--- src/rtl/fnd_scan_bcd_ctrl.sv ---
// Multi-digit 7-segment scan controller with sequential double-dabble.
// Accepts a binary value, converts it to BCD and multiplexes it onto the digits.
module fnd_scan_bcd_ctrl #(
  parameter int DIGITS   = 4,
  parameter int BIN_W    = 14,
  parameter int SCAN_DIV = 100000
) (
  input  logic              clk,
  input  logic              reset_n,
  input  logic [BIN_W-1:0]  bin_in,
  input  logic              bin_valid,
  output logic              bin_ready,
  output logic              busy,
  output logic              ovf,
  input  logic              blank_lz,
  input  logic [DIGITS-1:0] dp_in,
  output logic [7:0]        seg_out,
  output logic [DIGITS-1:0] an_out
);

  localparam int BW = DIGITS * 4;
  localparam int SW = BW + BIN_W;
  localparam int CW = $clog2(BIN_W + 1);
  localparam int PW = (SCAN_DIV > 1) ? $clog2(SCAN_DIV) : 1;
  localparam int IW = (DIGITS > 1) ? $clog2(DIGITS) : 1;

  function automatic logic [63:0] pow10m1(input int n);
    logic [63:0] p;
    p = 64'd1;
    for (int i = 0; i < n; i++) p = p * 64'd10;
    return p - 64'd1;
  endfunction

  localparam logic [63:0] MAXV = pow10m1(DIGITS);

  typedef enum logic [1:0] {
    IDLE,
    CONV,
    LOAD
  } state_t;

  state_t          state;
  logic [SW-1:0]   sr;
  logic [SW-1:0]   sr_adj;
  logic [CW-1:0]   cnt;
  logic            ovf_pend;
  logic [BW-1:0]   disp;
  logic [PW-1:0]   presc;
  logic [IW-1:0]   idx;
  logic [3:0]      nib;
  logic            blank;
  logic [6:0]      pat;

  // add-3 correction on every BCD nibble before the shift
  always_comb begin
    sr_adj = sr;
    for (int i = 0; i < DIGITS; i++) begin
      if (sr[BIN_W+4*i +: 4] >= 4'd5)
        sr_adj[BIN_W+4*i +: 4] = sr[BIN_W+4*i +: 4] + 4'd3;
    end
  end

  always_ff @(posedge clk or negedge reset_n) begin
    if (!reset_n) begin
      state     <= IDLE;
      sr        <= '0;
      cnt       <= '0;
      ovf_pend  <= 1'b0;
      disp      <= '0;
      ovf       <= 1'b0;
      bin_ready <= 1'b1;
      busy      <= 1'b0;
    end else begin
      unique case (state)
        IDLE: begin
          if (bin_valid) begin
            sr        <= {{BW{1'b0}}, bin_in};
            cnt       <= '0;
            ovf_pend  <= 64'(bin_in) > MAXV;
            state     <= CONV;
            bin_ready <= 1'b0;
            busy      <= 1'b1;
          end
        end
        CONV: begin
          sr  <= {sr_adj[SW-2:0], 1'b0};
          cnt <= cnt + 1'b1;
          if (cnt == CW'(BIN_W - 1)) state <= LOAD;
        end
        LOAD: begin
          disp      <= sr[SW-1 -: BW];
          ovf       <= ovf_pend;
          state     <= IDLE;
          bin_ready <= 1'b1;
          busy      <= 1'b0;
        end
        default: state <= IDLE;
      endcase
    end
  end

  always_ff @(posedge clk or negedge reset_n) begin
    if (!reset_n) begin
      presc <= '0;
      idx   <= '0;
    end else if (presc == PW'(SCAN_DIV - 1)) begin
      presc <= '0;
      idx   <= (idx == IW'(DIGITS - 1)) ? '0 : idx + 1'b1;
    end else begin
      presc <= presc + 1'b1;
    end
  end

  always_comb begin
    nib   = disp[{idx, 2'b00} +: 4];
    // a digit is leading-zero when it and every digit above it are zero
    blank = blank_lz && (idx != '0) &&
            ((disp >> {idx, 2'b00}) == '0);
    unique case (nib)
      4'd0:    pat = 7'h40;
      4'd1:    pat = 7'h79;
      4'd2:    pat = 7'h24;
      4'd3:    pat = 7'h30;
      4'd4:    pat = 7'h19;
      4'd5:    pat = 7'h12;
      4'd6:    pat = 7'h02;
      4'd7:    pat = 7'h78;
      4'd8:    pat = 7'h00;
      4'd9:    pat = 7'h10;
      default: pat = 7'h7F;
    endcase
    if (ovf)        pat = 7'h3F;
    else if (blank) pat = 7'h7F;
    seg_out = {~dp_in[idx], pat};
    an_out  = ~(DIGITS'(1) << idx);
  end

endmodule

--- config.mk ---
export PLATFORM = sky130hd
export DESIGN_NAME = fnd_scan_bcd_ctrl
export DESIGN_NICKNAME = d
export VERILOG_FILES = /design/src/rtl/fnd_scan_bcd_ctrl.sv
export SDC_FILE = /design/constraint.sdc
export NUM_CORES = 1
export LEC_CHECK = 0
export ABC_AREA = 1
export CAP_MARGIN = 5
export CORE_MARGIN = 8
export CORE_UTILIZATION = 40
export DETAILED_ROUTE_END_ITERATION = 7
export PLACE_DENSITY = 0.59
export SLEW_MARGIN = 10
export SYNTH_ARGS = -nofsm -noshare
export SYNTH_HDL_FRONTEND = slang
export SYNTH_SLANG_ARGS = --single-unit
--- constraint.sdc ---
create_clock -name clk -period 3.65 [get_ports clk]
set_input_delay 0.73 -clock clk [delete_from_list [all_inputs] [get_ports clk]]
set_output_delay 0.73 -clock clk [all_outputs]
set_load 0.05 [all_outputs]
== Word level (Yosys, flattened, before mapping) ==
Memories as Yosys holds them, arrays and structs flattened.
Cells that the tools add are included.

* Output and inout port bits: 15
* Flip-flop bits (word level): 75
* Bits in read-only memories: 112
* Memories kept: 1

* Multiplexer cells: 21
* $lt $le $gt $ge: 6
* Bitwise gates (word level): 2
* Reduce and logical (&&, ||, !) cells: 11
* Equality and inequality tests: 7
* Shift operators: 3
* $add $sub $neg: 7

{| class="wikitable"
|+ Memories
! name !! depth !! width !! rd ports !! clocked after memory_dff !! wr ports !! line !! source
|-
| (name not given) || 16 || 7 || 1 || 0 || 0 || 119 || <nowiki>unique case (nib)</nowiki>
|}

{| class="wikitable"
|+ Operator list
! kind !! count
|-
| 30-bit case mux with 2 select lines || 1
|-
| 30-bit 2-to-1 mux || 1
|-
| 17-bit by 1-bit adder with 17-bit output (second input constant) || 1
|-
| 17-bit equality test (second input constant) || 1
|-
| 17-bit 2-to-1 mux || 1
|-
| 4-bit by 3-bit greater-or-equal comparator with 1-bit output (second input constant) || 4
|-
| 16-bit zero test || 1
|-
| 4-bit 2-to-1 mux || 4
|-
| 16-bit by 5-bit variable part select with 4-bit output || 1
|-
| 16-bit by 4-bit >> shifter with 16-bit output || 1
|-
| 14-bit greater-than comparator (second input constant) || 1
|-
| 7-bit 2-to-1 mux || 2
|-
| 4-bit by 2-bit adder with 4-bit output (second input constant) || 3
|-
| 4-bit case mux with 2 select lines || 1
|-
| 2-bit AND reduction || 4
|-
| 2-bit 2-to-1 mux || 3
|-
| 2-bit nonzero test || 3
|-
| 4-bit by 1-bit adder with 4-bit output (second input constant) || 1
|-
| 2-bit equality test (second input constant) || 2
|-
| 4-bit equality test (second input constant) || 1
|-
| 2-bit inequality test (second input constant) || 2
|-
| 4-bit inverter || 1
|-
| 1-bit case mux with 2 select lines || 2
|-
| 2-bit case mux with 2 select lines || 1
|-
| 11 further kinds || 14
|}

== Logic depth before layout (Yosys ltp) ==
Gate-level depths: netlist (run 1).

* Depth after elaboration: 5
* Depth in mapped cells: 13

== Worst setup path after synthesis (run 1) ==
OpenSTA, ideal clock, no wires.

* Path kind: register to output
* Start: register idx[0]
* End: output seg_out[6]
* Path slack: 850 ps
* Path buffers: 1
* Cell stages (with the launch flop): 13
* Arrival: 2,070 ps
* Cells stage by stage: dfrtp_1 > inv_2 > buf_6 > nand2_4 > nand2_2 > o21ai_2 > ha_1 > inv_1 > nor2_1 > nand4_1 > nor3_1 > nand2_2 > a21oi_2

* Cells in the longest elaborated chain, start to end: 5
* Elaborated cells between the ends (all ways): 9

{| class="wikitable"
|+ Ends and longest elaborated chain
! element !! line !! source
|-
| start: declaration || 49 || <nowiki>logic [IW-1:0] idx;</nowiki>
|-
| start signal: assignment || 108 || <nowiki>idx <= (idx == IW'(DIGITS - 1)) ? '0 : idx + 1'b1;</nowiki>
|-
| parallel branches: the longest is 3 deep, another holds memory 16 x 7 bit || n/a ||
|-
| 7-bit 2-to-1 mux * || 133 || <nowiki>else if (blank) pat = 7'h7F;</nowiki>
|-
| 7-bit 2-to-1 mux * || 132 || <nowiki>if (ovf) pat = 7'h3F;</nowiki>
|-
| end: declaration || 17 || <nowiki>output logic [7:0] seg_out,</nowiki>
|}

Every way passes the cells marked *.

== Worst setup path in the final report (run 1) ==
Ends and elaborated chain as after synthesis.

==> impl_metrics.py, run 1 <==
metrics = {
    "synth": {
        "postSynthAreaPerCell_sq_um": 8.10,
        "synth_compound_area_share_pct": 12.1,
        "synth_top_area_share_pct": 45.2,
        "synth_fa_ha_area_share_pct": 6.11,
        "synthArstFlopShare_pct": 100,
        "synthMuxAreaShare_pct": 0.244,
        "netlist_instances": 506,
        "synthTopCellsByArea": "dfrtp_1, nand2_1, ha_1, inv_1, o21ai_0",
        "synthesis.area_sq_um": 4100,
        "yosys.area.top_type": "dfrtp_1",
        "synth_xor_area_share_pct": 2.78,
        "yosysWarnings": 0,
        "synth_edf_count": 0,
        "synth-simple-area-share_pct": 24.8,
        "synth_nets": 548,
        "synth_ff_type": "dfrtp_1",
        "ys_ff_latch": 75,
        "ys_seq_area_share_pct": 45.8,
        "synth_cell_types": 40,
        "synth_top_family_by_area": "simple AND/OR/NAND/NOR gates",
    },
    "sta": {
        "finalSetupViolations": 0,
        "period_share_pct": 86.0,
        "hold_viol": 0,
        "rsz0062_at_grt": "false",
        "skew_ps": 6.65,
        "max_slew.worst_pin.slew_ps": 929,
        "max_slew_margin_pct": 38.1,
        "finalCriticalPeriod_ps": 3140,
        "setup_ws_ps": 509,
        "timing.setup.tns_ps": 0,
        "fmax_mhz": 318,
        "finalMaxSlewViolations": 0,
    },
    "global_routing": {
        "grt_pass1_vias": 3286,
        "antenna_found_initial": 0,
        "grt_max_degree": 76,
        "grt_pass1_wl_um": 15300,
        "grt_usage_pct": 14.2,
        "gr-total-overflow": 0,
    },
    "critical_path": {
        "critPathCaptureType": "output pin",
        "startpoint_type": "register",
        "path_max_fanout": 15,
        "crit_type": "register to output pin",
        "crit_top_cell": "nand2_2",
        "r2r-start": "state[1]",
        "cp.arrival_ps": 2410,
        "cpMaxStageDelayCell": "dfrtp_1",
        "cpPeakStageDelay_ps": 390,
        "path_cells": "buf_4 -> nand2_1 -> nand2_2 -> o21ai_2 -> ha_1 -> inv_1 -> nor2_1 -> nand4_1 -> nor3_1 -> nand2_2 -> a21oi_2 -> buf_12",
        "cp-startpoint": "idx[0]",
        "required_ps": 2920,
    },
    "detailed_routing": {
        "vias": 3351,
        "drt_wl_total_um": 8760,
        "drt_iter0_markers": 142,
        "drc": 0,
        "post_drt_wl_per_cell_um": 12.8,
        "drt-vias-per-instance": 4.88,
        "first_pass_iters": 5,
        "ant_nets": 0,
    },
    "power_and_ir_drop": {
        "irDropWorstVdd_uv": 575,
        "p_per_area_nw_per_um2": 753,
        "p_total_mw": 3.64,
        "leakagePower_nw": 2.38,
    },
    "cts": {
        "clkSlewWorstSetupHoldPaths_ps": 70,
        "ctsResizeCount": 0,
        "cts_root_buffer": "clkbuf_8",
        "ctsHoldBuffers": 0,
        "numCtsBuffers": 9,
        "cts_max_level": 3,
        "clk_latency_ps": 350,
        "clkSinkCount": 75,
        "cts_setup_buffers": 0,
        "clk_path_buf_depth": 2,
        "cts_tree": "built",
    },
    "hold_path": {
        "hold_path_class": "register to register",
        "hold_start": "presc[0]",
    },
    "die": {
        "dieHeight_um": 117,
        "die_area_sq_um": 13700,
        "fp.dieW_um": 117,
        "core_sq_um": 10100,
        "start_util_pct": 40.4,
        "ios": 37,
        "fp-row-count": 37,
    },
    "placed_design": {
        "dp.cells": 671,
        "pre_cts_ws_ps": 705,
        "gp_congestion": 0.839,
        "hpwl_um": 6370,
        "portBuffers": 36,
    },
    "finish": {
        "final_nets": 588,
        "instances_no_fill": 687,
        "drive_gt1_share_pct": 9.98,
        "n_antenna_cell": 0,
        "area_growth_pct": 17.8,
        "fill_cells": 991,
    },
    "flow_run": {
        "cap_violations": 0,
    },
    "status": {
        "outcome": "finished, final reports clean",
    },
}
power breakdown:
group	leakage, nW	switching [mW]	internal [mW]
logic	1.36	1.09	0.730
clock network	0.0856	0.296	0.241
registers	0.934	0.183	1.10
total	2.38	1.57	2.07
cells in the final DEF (no fill, tap or decap), drive strengths merged, types with 2 or more instances in the layout:
cell / instances
o21ai: 50
o22ai: 6
nand2: 125
xor2: 12
nand4: 13
a22oi: 3
o211ai: 3
clkinv: 6
inv: 72
nor3: 5
a21oi: 16
a31oi: 2
o221ai: 2
clkdlybuf4s50: 28
nand3: 35
nor2: 45
ha: 20
buf: 12
nor4: 3
clkbuf: 10
dfrtp: 74
path summary, 6_finish.rpt:
| kind | endpoint | slack (ps) | cells past startpoint |
|---|---|---|---|
| max | seg_out[6] | 510 | 12 |
| min | presc[0] | 450 | 1 |
| max reg2reg | sr[5] | 1950 | 7 |
| min reg2reg | presc[0] | 450 | 1 |
| max in group asynchronous | cnt[3] | 2530 | 1 |
| min in group asynchronous | presc[8] | 500 | 1 |
cells by family (layout without fill, tap and decap cells):
kind of cell	Yosys count	count (layout)
and+or+nand+nor	226	226
xor gates and xnor gates	13	13
buffers and inverters	84	129
adders and majority gates	20	20
muxes	1	1
DFF	75	75
AOI/OAI and AO/OA	87	87
through the flow:
step / cell area (sq um) / util [%] / hold slack, ps
6_report: 4830 / 47.6 / 454
5_1_grt: 4830 / 47.6 / 503
4_1_cts: 4830 / 47.6 / 458
3_5_place_dp: 4670 / 46.0 / 449
3_3_place_gp: 4670 / 46.0 / 446
2_1_floorplan: 4100 / - / 433
sequential cells by signal, indices dropped and copies added, names as in the netlist:
name / flops
presc: 17
state: 2
sr: 30
busy: 1
ovf_pend: 1
cnt: 4
ovf: 1
idx: 2
disp: 16
bin_ready: 1
cell type report:
type                    count  area (sq um)  share of cell area, %
clock inverters             6          32.5                  0.674
well taps                 136           170                   3.53
repair buffers             40           458                   9.49
inverters                  73           274                   5.68
multi-input cells         347          1890                   39.1
flip-flops and latches     75          1880                   38.9
clock buffers              10           128                   2.64
synth_stat cells (3+ instances only):
master	number
a21oi_1	14
a22oi_1	3
buf_2	6
clkbuf_1	3
dfrtp_1	74
ha_1	20
inv_1	65
inv_2	7
nand2_1	116
nand2_2	8
nand3_1	35
nand4_1	12
nor2_1	41
nor2_2	3
nor3_1	5
o211ai_1	3
o21ai_0	47
o22ai_1	6
xor2_1	12
worst max-delay path: cells and delay by family (launching register included):
family                   cells  cell delay (ps)
flip-flops                   1              390
AO/OA/AOI/OAI                2              430
AND/OR/NAND/NOR              6              650
adder cells (fa/ha/maj)      1              190
buffers and inverters        3              390
layer usage:
metal	up-vias	global-route usage (%)	wire length, um
li1	1726	-	-
met1	1552	18.3	4350
met2	64	22.0	3840
met3	9	3.28	449
met4	0	6.40	116
met5	-	0	0
No activity file was read; power rests on OpenSTA's default activity.
==> inputs of run 2 (changes only) <==
--- a/config.mk
+++ b/config.mk
@@ -11,6 +11,7 @@
 export CORE_UTILIZATION = 40
 export DETAILED_ROUTE_END_ITERATION = 7
 export PLACE_DENSITY = 0.59
+export REMOVE_ABC_BUFFERS = 1
 export SLEW_MARGIN = 10
 export SYNTH_ARGS = -nofsm -noshare
 export SYNTH_HDL_FRONTEND = slang
==> impl_metrics.py, run 2 (same netlist as run 1, synthesis figures left out) <==
metrics = {
    "cts": {
        "clk_latency_ps": 340,
        "cts_root_buffer": "clkbuf_8",
        "clkSinkCount": 75,
        "cts_max_level": 3,
        "ctsHoldBuffers": 0,
        "cts_tree": "built",
        "cts_setup_buffers": 0,
        "clk_path_buf_depth": 2,
        "numCtsBuffers": 9,
        "clkSlewWorstSetupHoldPaths_ps": 80,
        "ctsResizeCount": 0,
    },
    "sta": {
        "skew_ps": 9.16,
        "rsz0062_at_grt": "false",
        "hold_viol": 0,
        "whs_ps": 467,
        "finalMaxSlewViolations": 0,
        "max_slew.worst_pin.slew_ps": 937,
        "max_slew_margin_pct": 37.5,
        "finalSetupViolations": 0,
        "timing.setup.tns_ps": 0,
        "fmax_mhz": 327,
        "period_share_pct": 83.8,
        "finalCriticalPeriod_ps": 3060,
    },
    "critical_path": {
        "reg2reg_to": "presc[0]",
        "cp.arrival_ps": 2330,
        "startpoint_type": "register",
        "path_max_fanout": 15,
        "crit_type": "register to output pin",
        "cpPeakStageDelay_ps": 390,
        "r2r-start": "presc[0]",
        "path_cells": "buf_4 -> nand2_1 -> nand2_2 -> o21ai_2 -> ha_1 -> inv_1 -> nor2_1 -> nand4_1 -> nor3_1 -> nand2_2 -> a21oi_2 -> buf_12",
        "path_buf_inv": 3,
        "required_ps": 2920,
        "crit_family": "simple AND/OR/NAND/NOR gates",
        "r2r_setup_slack_ps": 2050,
        "cpMaxStageDelayCell": "dfrtp_1",
        "rr_worst_depth": 6,
        "critPathCaptureType": "output pin",
        "crit_top_cell": "nand2_2",
    },
    "detailed_routing": {
        "post_drt_wl_per_cell_um": 12.8,
        "drt_wl_total_um": 8790,
        "vias": 3406,
        "drt-vias-per-instance": 4.94,
        "ant_nets": 0,
        "drt_iter0_markers": 227,
        "first_pass_iters": 4,
        "drc": 0,
    },
    "placed_design": {
        "portBuffers": 36,
        "hpwl_um": 6450,
        "gp_congestion": 0.860,
    },
    "power_and_ir_drop": {
        "leakagePower_nw": 2.40,
        "p_per_area_nw_per_um2": 762,
        "irDropWorstVdd_uv": 522,
    },
    "die": {
        "fp-row-count": 37,
        "die_area_sq_um": 13700,
        "dieHeight_um": 117,
        "start_util_pct": 40.4,
        "core_sq_um": 10100,
        "ios": 37,
        "fp.dieW_um": 117,
    },
    "finish": {
        "drive_gt1_share_pct": 10.3,
        "reg.largest.list": "sr x30, presc x17, disp x16",
        "largest_register_ffs": 30,
        "n_antenna_cell": 0,
        "area_growth_pct": 18.4,
        "fill_cells": 984,
        "final_common_cell": "nand2_1",
        "final_nets": 590,
        "layout_common_cells": "nand2_1, dfrtp_1, inv_1",
        "top_register": "sr",
    },
    "global_routing": {
        "grt_pass1_wl_um": 15200,
        "gr-total-overflow": 0,
        "grt_usage_pct": 13.9,
        "grt_max_degree": 76,
        "antenna_found_initial": 0,
        "grt_pass1_vias": 3369,
    },
    "hold_path": {
        "hold-path-cell-count": 1,
        "hold_path_class": "register to register",
        "hold_end": "presc[0]",
        "hold_start": "presc[0]",
    },
    "status": {
        "outcome": "finished, final reports clean",
    },
    "flow_run": {
        "cap_violations": 0,
    },
}
## run 2: cell types whose count changed in the layout (fill, tap and decap cells not counted), sizes merged
cell	delta
clkinv	-1
buf	+2
bufinv	+2
clkinvlp	-1
## run 2: layout make-up
type	instances	area [sq um]	area share (%)
clock buffers	10	128	2.63
clock inverters	6	80.1	1.65
inverters	73	274	5.65
multi-input cells	347	1890	38.9
flip-flops and latches	75	1880	38.7
well taps	136	170	3.51
repair buffers	42	435	8.98
## run 2: how the worst max path moves through the flow
stage / start / slack (ps) / cells past startpoint / endpoint
finish: idx[0] / 590 / 12 / seg_out[6]
global route: idx[0] / 350 / 12 / seg_out[6]
CTS: idx[0] / 530 / 12 / seg_out[6]
detailed placement: dp_in[3] / 700 / 4 / seg_out[7]
global placement: dp_in[3] / 730 / 4 / seg_out[7]
floorplan: idx[0] / 700 / 11 / seg_out[6]
## run 2: power breakdown
part	internal (mW)	switching [mW]	leakage, nW
combinational	0.668	1.07	1.36
clock	0.381	0.300	0.110
sequential	1.10	0.182	0.934
## run 2: per-stage QoR
step / instance area (sq um) / total power [mW] / setup WS [ps] / util, % / instances
CTS: 4850 / 3.74 / 529 / 47.8 / 689
finish: 4850 / 3.70 / 590 / 47.8 / 689
floorplan: 4040 / 2.43 / 698 / - / 495
global route: 4850 / 4.01 / 352 / 47.8 / 689
detailed placement: 4640 / 3.05 / 699 / 45.8 / 673
global placement: 4640 / 3.00 / 731 / 45.8 / 673
## run 2: layer usage
metal | vias up | global-route usage, % | wire length (um)
li1 | 1731 | - | -
met1 | 1580 | 17.9 | 4320
met2 | 82 | 21.8 | 3820
met3 | 13 | 3.13 | 520
met4 | 0 | 6.57 | 129
met5 | - | 0 | 0
